**src/rtl/mem_bus_router_if.sv**
```systemverilog
// Single-beat valid/ready memory bus shared by the CPU, BRAM and IO sides of mem_bus_router.
// The master drives the request; the slave answers with ready and rdata.
interface mem_bus_router_if;
  logic        valid;
  logic        ready;
  logic [31:0] addr;
  logic [31:0] wdata;
  logic [3:0]  wstrb;
  logic [31:0] rdata;

  modport master (output valid, addr, wdata, wstrb, input ready, rdata);
  modport slave  (input valid, addr, wdata, wstrb, output ready, rdata);
endinterface

```
**src/rtl/mem_bus_router.sv**
```systemverilog
// Routes one CPU request at a time to the BRAM or IO window, or answers it with bus_error.
// Optional ACCESS watchdog: define MEM_BUS_TIMEOUT_EN.
module mem_bus_router #(
  parameter logic [31:0] BRAM_BASE      = 32'h0000_0000,
  parameter logic [31:0] BRAM_SIZE      = 32'h0000_8000,
  parameter logic [31:0] IO_BASE        = 32'h1000_0000,
  parameter logic [31:0] IO_SIZE        = 32'h0000_0100,
  parameter int unsigned TIMEOUT_CYCLES = 64
) (
  input  logic              clk,
  input  logic              reset_n,
  mem_bus_router_if.slave   mem,
  mem_bus_router_if.master  bram,
  mem_bus_router_if.master  io,
  output logic              bus_error
);

  if (TIMEOUT_CYCLES == 0 || (BRAM_SIZE & (BRAM_SIZE - 32'd1)) != 32'd0 ||
      (IO_SIZE & (IO_SIZE - 32'd1)) != 32'd0) begin : g_param_check
    $error("mem_bus_router: window sizes must be powers of two, TIMEOUT_CYCLES nonzero");
  end

  typedef enum logic [1:0] {StIdle, StAccess, StRespond} state_e;
  typedef enum logic [1:0] {TgtNone, TgtBram, TgtIo} tgt_e;

  state_e      state_q;
  tgt_e        tgt_q;
  tgt_e        tgt_dec;
  logic [31:0] addr_q;
  logic [31:0] wdata_q;
  logic [3:0]  wstrb_q;
  logic [31:0] rdata_q;
  logic        bram_valid_q;
  logic        io_valid_q;
  logic        ready_q;
  logic        error_q;
  logic        sel_ready;
  logic [31:0] sel_rdata;

`ifdef MEM_BUS_TIMEOUT_EN
  localparam int unsigned CntW = $clog2(TIMEOUT_CYCLES + 1);
  logic [CntW-1:0] cnt_q;
`endif

  always_comb begin
    tgt_dec = TgtNone;
    if ((mem.addr & ~(BRAM_SIZE - 32'd1)) == BRAM_BASE) begin
      tgt_dec = TgtBram;
    end else if ((mem.addr & ~(IO_SIZE - 32'd1)) == IO_BASE) begin
      tgt_dec = TgtIo;
    end
  end

  // Only the latched target's ready counts; a stray ready from the other slave is ignored.
  assign sel_ready = (tgt_q == TgtBram) ? bram.ready : ((tgt_q == TgtIo) && io.ready);
  assign sel_rdata = (tgt_q == TgtBram) ? bram.rdata : io.rdata;

  always_ff @(posedge clk or negedge reset_n) begin
    if (!reset_n) begin
      state_q      <= StIdle;
      tgt_q        <= TgtNone;
      addr_q       <= 32'h0;
      wdata_q      <= 32'h0;
      wstrb_q      <= 4'h0;
      rdata_q      <= 32'h0;
      bram_valid_q <= 1'b0;
      io_valid_q   <= 1'b0;
      ready_q      <= 1'b0;
      error_q      <= 1'b0;
`ifdef MEM_BUS_TIMEOUT_EN
      cnt_q        <= '0;
`endif
    end else begin
      ready_q <= 1'b0;
      error_q <= 1'b0;
      unique case (state_q)
        StIdle: begin
          if (mem.valid) begin
            addr_q  <= mem.addr;
            wdata_q <= mem.wdata;
            wstrb_q <= mem.wstrb;
            tgt_q   <= tgt_dec;
`ifdef MEM_BUS_TIMEOUT_EN
            cnt_q   <= '0;
`endif
            if (tgt_dec == TgtNone) begin
              rdata_q <= 32'h0;
              ready_q <= 1'b1;
              error_q <= 1'b1;
              state_q <= StRespond;
            end else begin
              bram_valid_q <= (tgt_dec == TgtBram);
              io_valid_q   <= (tgt_dec == TgtIo);
              state_q      <= StAccess;
            end
          end
        end
        StAccess: begin
          if (sel_ready) begin
            rdata_q      <= sel_rdata;
            bram_valid_q <= 1'b0;
            io_valid_q   <= 1'b0;
            ready_q      <= 1'b1;
            state_q      <= StRespond;
          end
`ifdef MEM_BUS_TIMEOUT_EN
          else if (cnt_q == CntW'(TIMEOUT_CYCLES - 1)) begin
            rdata_q      <= 32'hDEAD_BEEF;
            bram_valid_q <= 1'b0;
            io_valid_q   <= 1'b0;
            ready_q      <= 1'b1;
            error_q      <= 1'b1;
            state_q      <= StRespond;
          end else begin
            cnt_q <= cnt_q + 1'b1;
          end
`endif
        end
        StRespond: state_q <= StIdle;
        default:   state_q <= StIdle;
      endcase
    end
  end

  assign mem.ready  = ready_q;
  assign mem.rdata  = rdata_q;
  assign bus_error  = error_q;

  assign bram.valid = bram_valid_q;
  assign bram.addr  = addr_q;
  assign bram.wdata = wdata_q;
  assign bram.wstrb = wstrb_q;

  assign io.valid   = io_valid_q;
  assign io.addr    = addr_q;
  assign io.wdata   = wdata_q;
  assign io.wstrb   = wstrb_q;

endmodule

```
**src/flat_wrapper.sv**
```systemverilog
// flat-port wrapper written by rule: the top's interface ports become plain ports
module mem_bus_router_flat 
#(
  parameter logic [31:0] BRAM_BASE      = 32'h0000_0000,
  parameter logic [31:0] BRAM_SIZE      = 32'h0000_8000,
  parameter logic [31:0] IO_BASE        = 32'h1000_0000,
  parameter logic [31:0] IO_SIZE        = 32'h0000_0100,
  parameter int unsigned TIMEOUT_CYCLES = 64
)
  (clk, reset_n, bus_error, mem_valid, mem_addr, mem_wdata, mem_wstrb, mem_ready, mem_rdata, bram_valid, bram_addr, bram_wdata, bram_wstrb, bram_ready, bram_rdata, io_valid, io_addr, io_wdata, io_wstrb, io_ready, io_rdata);
  mem_bus_router_if mem_i ();
  mem_bus_router_if bram_i ();
  mem_bus_router_if io_i ();
  input  logic clk;
  input  logic reset_n;
  output logic bus_error;
  input wire logic [$bits(mem_i.valid)-1:0] mem_valid;
  input wire logic [$bits(mem_i.addr)-1:0] mem_addr;
  input wire logic [$bits(mem_i.wdata)-1:0] mem_wdata;
  input wire logic [$bits(mem_i.wstrb)-1:0] mem_wstrb;
  output wire logic [$bits(mem_i.ready)-1:0] mem_ready;
  output wire logic [$bits(mem_i.rdata)-1:0] mem_rdata;
  output wire logic [$bits(bram_i.valid)-1:0] bram_valid;
  output wire logic [$bits(bram_i.addr)-1:0] bram_addr;
  output wire logic [$bits(bram_i.wdata)-1:0] bram_wdata;
  output wire logic [$bits(bram_i.wstrb)-1:0] bram_wstrb;
  input wire logic [$bits(bram_i.ready)-1:0] bram_ready;
  input wire logic [$bits(bram_i.rdata)-1:0] bram_rdata;
  output wire logic [$bits(io_i.valid)-1:0] io_valid;
  output wire logic [$bits(io_i.addr)-1:0] io_addr;
  output wire logic [$bits(io_i.wdata)-1:0] io_wdata;
  output wire logic [$bits(io_i.wstrb)-1:0] io_wstrb;
  input wire logic [$bits(io_i.ready)-1:0] io_ready;
  input wire logic [$bits(io_i.rdata)-1:0] io_rdata;
  assign mem_i.valid = mem_valid;
  assign mem_i.addr = mem_addr;
  assign mem_i.wdata = mem_wdata;
  assign mem_i.wstrb = mem_wstrb;
  assign mem_ready = mem_i.ready;
  assign mem_rdata = mem_i.rdata;
  assign bram_valid = bram_i.valid;
  assign bram_addr = bram_i.addr;
  assign bram_wdata = bram_i.wdata;
  assign bram_wstrb = bram_i.wstrb;
  assign bram_i.ready = bram_ready;
  assign bram_i.rdata = bram_rdata;
  assign io_valid = io_i.valid;
  assign io_addr = io_i.addr;
  assign io_wdata = io_i.wdata;
  assign io_wstrb = io_i.wstrb;
  assign io_i.ready = io_ready;
  assign io_i.rdata = io_rdata;
  mem_bus_router #(.BRAM_BASE(BRAM_BASE), .BRAM_SIZE(BRAM_SIZE), .IO_BASE(IO_BASE), .IO_SIZE(IO_SIZE), .TIMEOUT_CYCLES(TIMEOUT_CYCLES)) u_core (.clk(clk), .reset_n(reset_n), .mem(mem_i), .bram(bram_i), .io(io_i), .bus_error(bus_error));
endmodule
```
**config.mk**
```make
export PLATFORM = sky130hd
export DESIGN_NAME = mem_bus_router_flat
export DESIGN_NICKNAME = d
export VERILOG_FILES = /design/src/rtl/mem_bus_router_if.sv /design/src/rtl/mem_bus_router.sv /design/src/flat_wrapper.sv
export SDC_FILE = /design/constraint.sdc
export NUM_CORES = 1
export LEC_CHECK = 0
export ABC_AREA = 0
export CAP_MARGIN = 5
export CORE_AREA = 2 2 120 122
export CTS_CLUSTER_SIZE = 20
export DETAILED_ROUTE_END_ITERATION = 10
export DIE_AREA = 0 0 122 124
export DONT_BUFFER_PORTS = 1
export GPL_TIMING_DRIVEN = 1
export PLACE_DENSITY = 0.62
export SETUP_SLACK_MARGIN = 0.1
export SYNTH_ARGS = -nofsm -noshare
export SYNTH_HDL_FRONTEND = slang
export SYNTH_SLANG_ARGS = --single-unit
```
**constraint.sdc**
```tcl
create_clock -name clk -period 2.75 [get_ports clk]
set_clock_uncertainty 0.2 [all_clocks]
set_input_delay 0.4125 -clock clk [delete_from_list [all_inputs] [get_ports clk]]
set_output_delay 0.4125 -clock clk [all_outputs]
set_load 0.02 [all_outputs]
```
# [Yosys cells after proc, flatten, opt, wreduce, memory -nomap -nowiden]
# Cells that the tools add are included.
[totals] register_bits=108 latchBits=0 ramBits=0 mem_bits_ro=0 n_memories=0
[op_classes] addsub=0 mul=0 n_div=0 order_cmp=0 n_eq_ne=10 shift=0 muxes=24 bitwise_logic=0 n_reduce_logical=9
[op_table] op="$mux W32" n=4
[op_table] op="$pmux W32 S2" n=1
[op_table] op="$logic_not A32 Y1" n=1
[op_table] op="$eq A24 B21 Y1 const B" n=1
[op_table] op="$mux W1" n=10
[op_table] op="$mux W2" n=5
[op_table] op="$reduce_and A4 Y1" n=2
[op_table] op="$eq A2 B1 Y1 const B" n=3
[op_table] op="$pmux W1 S2" n=3
[op_table] op="$eq A2 B2 Y1 const B" n=2
[op_table] op="$logic_not A2 Y1" n=2
[op_table] op="$ne A2 B1 Y1 const B" n=2
[op_table] op="$ne A2 B2 Y1 const B" n=2
[op_table] op="$pmux W2 S2" n=1
[op_table] op="$reduce_and A2 Y1" n=2
[op_table] op="$reduce_bool A2 Y1" n=1
[op_table] op="$logic_and A1 B1 Y1" n=1

# [Depth between registers and ports, before layout]
# Gate-level depths: netlist of the first run.
[logic_depth] depth_word=7 depth_mapped=7 depth_no_buf=4

# [Least setup slack after synthesis of the first run]
# OpenSTA, ideal clock, no wires.
[synth_timing] kind="input to register" start="input mem_addr[31]" end="register u_core.rdata_q[16], in the netlist u_core.mem.rdata[16]" setup_ps=128 t_arrival_ps=1902 path_slack_ps=521 cell_stages=5 path_cell_list="nor4_1 -> nand4_1 -> a211oi_4 -> buf_4 -> mux2_1"
[synth_via] elab_chain_cells=6
[synth_lines] item="from (decl)" line="flat_wrapper.sv:18" text="input wire logic [$bits(mem_i.addr)-1:0] mem_addr;"
[synth_lines] item="$eq A24 B21 Y1" line="mem_bus_router.sv:49" text="end else if ((mem.addr & ~(IO_SIZE - 32'd1)) == IO_BASE) begin"
[synth_lines] item="$mux W2" line="mem_bus_router.sv:49"
[synth_lines] item="$mux W2 *" line="mem_bus_router.sv:47" text="if ((mem.addr & ~(BRAM_SIZE - 32'd1)) == BRAM_BASE) begin"
[synth_lines] item="$logic_not A2 Y1 *" line="mem_bus_router.sv:86" text="if (tgt_dec == TgtNone) begin"
[synth_lines] item="$ne A2 B1 Y1 (no line) *"
[synth_lines] item="$reduce_and A4 Y1 (no line) *"
[synth_lines] item="to (signal assigned)" line="mem_bus_router.sv:100" text="rdata_q <= sel_rdata;"
[synth_lines] item="to (decl)" line="mem_bus_router.sv:32" text="logic [31:0] rdata_q;"
# Mark *: on every way between the ends. The rest lies on a longest branch, timed or not.
# A chain may end at the register's enable or synchronous reset.

# [Worst setup path in the final report of the first run]
[layout_timing] start="input mem_addr[31]" end="register u_core.rdata_q[23], in the netlist u_core.mem.rdata[23]"
# Same word-level chain as after synthesis.

==> results of run 1 <==
==> power groups by stage <==
stage / Combinational (µW) / Sequential [µW] / Clock [µW]
2_1_floorplan: 800 / 2210 / 0
3_3_place_gp: 312 / 2540 / 0
3_5_place_dp: 336 / 2550 / 0
4_1_cts: 410 / 2520 / 1450
5_1_grt: 468 / 2560 / 1530
6_report: 407 / 2510 / 1400
==> metrics by stage <==
stage	power [µW]	std cells
2_1_floorplan	3010	574
6_report	4320	745
4_1_cts	4380	745
3_5_place_dp	2880	663
3_3_place_gp	2850	663
5_1_grt	4550	745
==> state kept, by name, indices dropped and copies added, names as in the netlist <==
register	flops
u_core.bram.addr	32
u_core.bram.valid	1
u_core.bram.wdata	32
u_core.bram.wstrb	4
u_core.bus_error	1
u_core.io.valid	1
u_core.mem.rdata	32
u_core.mem.ready	1
u_core.state_q	2
u_core.tgt_q	2
==> Yosys cell counts, types with 2 or more instances <==
master and count:
buf_1 2, a311o_1 2, inv_1 3, and3_1 2
nor3_1 2, mux2_2 4, nor2_1 2, nand2b_1 2
a21o_1 4, a21oi_1 34, nand3b_1 2, buf_4 69
dfrtp_1 108, nor4_1 5, buf_6 2, mux2_1 28
clkbuf_1 26, nand2_1 268
==> area by class of cell <==
cell class / instances / area, µm² / share of cell area, %
inverter: 3 / 11.3 / 0.196
timing repair buffer: 74 / 733 / 12.7
clock inverter: 5 / 82.6 / 1.43
tap: 180 / 225 / 3.91
clock buffer: 11 / 243 / 4.22
multi-input combinational: 364 / 1760 / 30.6
sequential: 108 / 2700 / 46.9
==> path summary, 6_finish.rpt <==
path | from | to | slack (ps) | cells after the start
min reg2reg | u_core.tgt_q[0] | u_core.tgt_q[0] | 370 | 1
min in group clk | mem_addr[16] | u_core.bram.addr[16] | 20 | 2
max | mem_addr[31] | u_core.mem.rdata[23] | 630 | 6
max in group asynchronous | reset_n | u_core.bram.wstrb[3] | 2660 | 0
max reg2reg | u_core.state_q[0] | u_core.mem.rdata[23] | 660 | 5
min | reset_n | u_core.mem.rdata[10] | -440 | 0
==> cells by family after synthesis <==
family	after synthesis
and+or+nand+nor	288
muxes	32
buffers and inverters	102
DFF	108
AOI/OAI and AO/OA	44
==> metal layers <==
metal	routed length [µm]	vias up	track usage, %	part of all wire (%)
li1	-	1711	-	-
met1	5030	1784	19.2	39
met2	6480	191	28.4	51
met3	886	31	3.89	6.9
met4	393	0	9.05	3.1
met5	0	-	0	0
==> worst max-delay path, stage by stage <==
cell and delay, ps:
nor4_1 440, nand4_1 210, buf_4 210, a211oi_4 270, buf_12 240, mux2_1 350
==> metrics.md, run 1 <==
| Metric | Value |
|---|---|
| Status | finished, violations left |
| Failing checks | negative hold slack |
| Synth async-reset ratio | 100% |
| Clk slew on worst S/H paths | 70 ps |
| P_int | 2800 µW |
| Hold Path Class | primary input to async pin |
| Hold_ws | -443 ps |
| WP data required | 2780 ps |
| VDD IR max | 0.000339 V |
| Root buffer cell | clkbuf_16 |
| Post-layout utilization of the core | 42.0% |
| Detail Route Antenna Nets | 0 |
| IO Port Bufs | 0 |
| Syn Area/Cell | 8.91 µm² |
| DRT Wirelength | 12.8 mm |
| Synth Area in Simple Gates | 22.1% |
| Crit Path Class | primary input to flip-flop |
| Antenna violations before repair | 0 |
| Compound-Gate Fraction of Synth Area | 5.16% |
| Period utilisation layout | 77.1% |
| Post-place instance area | 4770 µm² |
| Setup TNS | 0 ps |
| Max FO, Critical Path | 34 |
| CTS H-tree depth | 3 |
| Residual DRC count | 0 |
| Switching share of power | 35.3% |
| Ys flop type | dfrtp_1 |
| CTS Buf Count | 9 |
| Commonest cells after routing, fill and taps aside | 268 x nand2_1, 108 x dfrtp_1, 66 x dlygate4sd3_1, 34 x a21oi_1, 28 x mux2_1 |
| Top-area cell type share of the netlist area | 52.8% |
| Vias in the first global route | 3825 |
| Cell area after layout | 5760 µm² |
| Sequential power share | 58.2% |
| Register bit total from synthesis | 108 |
| Leakage | 0.00294 µW |
| Worst EP arrival | 2150 ps |
| Final Wtd Congestion | 0.754 |
| Most common cell after layout, fill and taps aside | nand2_1 |
| RSZ-0062 raised after global routing | false |
| TritonCTS clock tree | done |
| Syn Nets | 711 |
| Worst skew pair latency | 350 ps |
| Post-synth EDFFs | 0 |
| Initial Utilization | 37.3% |
| P&R area growth vs syn | 12.5% |
| Nets | 697 |
| Post-CTS setup buffers | 0 |
| GRT Util Overall | 16.6% |
| Total die area | 15100 µm² |
| Crit start category | primary input |
| Critical path capture point type | flip-flop |
| Pwr Density | 751 nW/µm² |
| Post-Place Worst Slack | 173 ps |
| Chip width | 122 µm |
| Inserted Diodes | 0 |
| NetSw | 1530 µW |
| Post-route minimum period | 2120 ps |
| Drt first pass iters | 4 |
| Top post-synthesis cells by area | dfrtp_1 53%, nand2_1 20%, buf_4 10%, mux2_1 6.2%, a21oi_1 3.3% |
| Max Cap Viol | 0 |
| Layout cells sized above 1 | 5.66% |
| Largest net degree at the start of global routing | 109 |
| Hold buffer count at cts | 66 |
| Largest family of logic cells by synthesized area | simple AND/OR/NAND/NOR gates |
| Total grt overflow | 0 |
| Clock Tree Buf Depth | 2 |
| Area of the core | 13700 µm² |
| # IOs | 309 |
| Die extent in y | 124 µm |
| First-pass GRT wire length | 19.1 mm |
| Distinct cells, synth | 27 |
| Most area-hungry cell type in the Yosys netlist | dfrtp_1 |
| Combinational cell fraction of total power | 9.4% |
| Post-Synth XOR/XNOR Area | 0% |
| Final setup fails | 0 |
| Least-Margin Pin Slew | 654 ps |
| Synthesized instance count | 574 |
| Final hold vios | 108 |
| Multiplexer share of the synthesized area | 7.05% |
| Post-Syn Area | 5110 µm² |
| Slew Limit Fails | 0 |
| Routed len/inst | 17.2 µm |
| FILL cells | 1307 |
| DRT iter0 DRCs | 144 |
| Final worst slack | 629 ps |
| CTS sink count | 108 |
| Clock power share | 32.4% |
| Post-CTS sizing | 0 |
| Vias per inst | 4.99 |
| Rel. slew slack | 56.4% |
| Max Freq | 0.472 GHz |
| Vias post-DR | 3717 |
| Post-synthesis adder-cell area fraction | 0% |
| Rows | 43 |
| Seq/Total Area, Yosys | 52.8% |
| Synth Warn # | 0 |
| DP HPWL | 8.58 mm |
Power figures use the tool's default switching activity.
==> run 2, diff against run 1 <==
==> constraint.sdc (replaced) <==
create_clock -name clk -period 2.1 [get_ports clk]
set_clock_uncertainty 0.2 [all_clocks]
set_input_delay 0.315 -clock clk [delete_from_list [all_inputs] [get_ports clk]]
set_output_delay 0.315 -clock clk [all_outputs]
set_load 0.02 [all_outputs]
==> metrics.md, run 2 (synthesis results as in run 1) <==
| Metric | Value |
|---|---|
| DRT Wirelength | 12.4 mm |
| CP bufs+invs | 1 |
| Total chip power | 5660 µW |
| CP most frequent cell | a211oi_4 |
| Vias post-DR | 3734 |
| Vias per inst | 5.00 |
| Largest net degree at the start of global routing | 109 |
| Max FO, Critical Path | 25 |
| Leakage | 0.00297 µW |
| Most common cell after layout, fill and taps aside | nand2_1 |
| Post-layout utilization of the core | 42.8% |
| DRT iter0 DRCs | 173 |
| Root buffer cell | clkbuf_16 |
| Post-CTS setup buffers | 0 |
| Worst Setup SP | u_core.state_q[1] |
| Setup TNS | 0 ps |
| IO Port Bufs | 0 |
| Max stage delay cell, worst path | or3b_4 |
| Area of the core | 13700 µm² |
| Layout cells sized above 1 | 6.88% |
| VDD IR max | 0.000487 V |
| CTS sink count | 108 |
| # IOs | 309 |
| Routed len/inst | 16.5 µm |
| Cell family with most CP delay | simple AND/OR/NAND/NOR gates |
| Period utilisation layout | 93.0% |
| P&R area growth vs syn | 14.8% |
| DP HPWL | 8.24 mm |
| Clock Tree Buf Depth | 2 |
| TritonCTS clock tree | done |
| Post-route minimum period | 1950 ps |
| Max stage delay on crit path | 440 ps |
| Final hold vios | 108 |
| Chip width | 122 µm |
| Final Wtd Congestion | 0.784 |
| Hold Path Class | primary input to async pin |
| Rows | 43 |
| Crit Path Class | flip-flop to flip-flop |
| Status | finished, violations left |
| Crit start category | flip-flop |
| Worst r2r path cells | 5 |
| Max Freq | 0.512 GHz |
| First-pass GRT wire length | 18.6 mm |
| CP cell instances | or3b_4, a211oi_4, a211oi_4, buf_12, mux2_1 |
| Inserted Diodes | 0 |
| Cell area after layout | 5870 µm² |
| Clk slew on worst S/H paths | 70 ps |
| Least-Margin Pin Slew | 662 ps |
| Final worst slack | 146 ps |
| Die extent in y | 124 µm |
| Pwr Density | 964 nW/µm² |
| Drt first pass iters | 6 |
| CTS H-tree depth | 3 |
| Residual DRC count | 0 |
| Max Cap Viol | 0 |
| Total grt overflow | 0 |
| Vias in the first global route | 3863 |
| CTS Buf Count | 9 |
| Rel. slew slack | 55.8% |
| Antenna violations before repair | 0 |
| Critical path capture point type | flip-flop |
| RR Startpoint | u_core.state_q[1] |
| Worst skew pair latency | 340 ps |
| Total die area | 15100 µm² |
| FILL cells | 1316 |
| Detail Route Antenna Nets | 0 |
| Hold_ws | -530 ps |
| Final setup fails | 0 |
| Setup slack, reg-to-reg | 150 ps |
| Nets | 700 |
| Register area | 2700 µm² |
| Area occupied by multi-input gates | 1830 µm² |
| WP data required | 2110 ps |
| Hold buffer count at cts | 68 |
| Commonest cells after routing, fill and taps aside | 268 x nand2_1, 107 x dfrtp_1, 68 x dlygate4sd3_1, 34 x a21oi_1, 27 x mux2_1 |
| Post-Place Worst Slack | -68.9 ps |
| Worst EP arrival | 1970 ps |
| RSZ-0062 raised after global routing | true |
| Reg-to-Reg End | u_core.mem.rdata[14] |
| GRT Util Overall | 16.0% |
| Failing checks | negative hold slack |
| Post-place instance area | 4850 µm² |
| Slew Limit Fails | 0 |
| Initial Utilization | 37.3% |
==> run 2: cell count changes in the layout (fill, tap and decap cells not counted), sizes merged <==
cell / change
buf: +1
dlygate4sd3: +2
inv: -2
clkinvlp: +1
==> run 2: area by class of cell <==
| class | instances | area share [%] |
|---|---|---|
| clock buffer | 11 | 4.30 |
| clock inverter | 4 | 1.24 |
| inverter | 3 | 0.192 |
| multi-input combinational | 364 | 31.2 |
| sequential | 108 | 46.0 |
| tap | 180 | 3.84 |
| timing repair buffer | 77 | 13.2 |
==> run 2: layer usage <==
metal  part of all wire [%]  global-route usage [%]  routed length [µm]
met5                      0                       0                   0
met4                    3.0                    7.33                 375
met1                     38                    17.1                4670
met3                    7.8                    5.40                 963
met2                     51                    28.4                6340
==> run 2: per-stage QoR <==
stage          std cells  hold slack [ps]
2_1_floorplan        574             -181
3_3_place_gp         664             -177
3_5_place_dp         664             -177
4_1_cts              747             -555
5_1_grt              747             -560
6_report             747             -530
==> run 2: what timing repair did <==
action,in CTS,in global routing
endpoints found under the hold margin,177,108
gates resized for setup,3,2
endpoints found under the setup margin,32,98
pin swaps,2,1
==> run 2: worst max-delay path by stage <==
| stage | to | slack [ps] | cells after the start |
|---|---|---|---|
| finish | u_core.mem.rdata[14] | 150 | 5 |
| CTS | u_core.mem.rdata[3] | 80 | 5 |
| global route | u_core.mem.rdata[3] | 80 | 5 |
| detailed placement | u_core.mem.rdata[3] | -70 | 6 |
| global placement | u_core.mem.rdata[26] | -40 | 6 |
| floorplan | u_core.mem.rdata[0] | 50 | 5 |
==> run 2: worst reg2reg max path, delay by kind of cell, from the launching register on <==
| kind | cells | cell delay (ps) |
|---|---|---|
| and+or+nand+nor | 1 | 440 |
| DFF | 1 | 400 |
| muxes | 1 | 330 |
| AOI/OAI and AO/OA | 2 | 280 |
| buffers and inverters | 1 | 180 |
==> run 2: where the power goes <==
group | internal, µW | switching [µW] | total, µW
sequential | 2330 | 969 | 3300
clock | 1100 | 713 | 1810
combinational | 261 | 285 | 545
==> run 3, diff against run 2 <==
--- a/config.mk
+++ b/config.mk
@@ -5,7 +5,6 @@
 export SDC_FILE = /design/constraint.sdc
 export NUM_CORES = 1
 export LEC_CHECK = 0
-export ABC_AREA = 0
 export CAP_MARGIN = 5
 export CORE_AREA = 2 2 120 122
 export CTS_CLUSTER_SIZE = 20
==> results of run 3 <==
Final layout, timing and power as in run 2 (identical DEF).
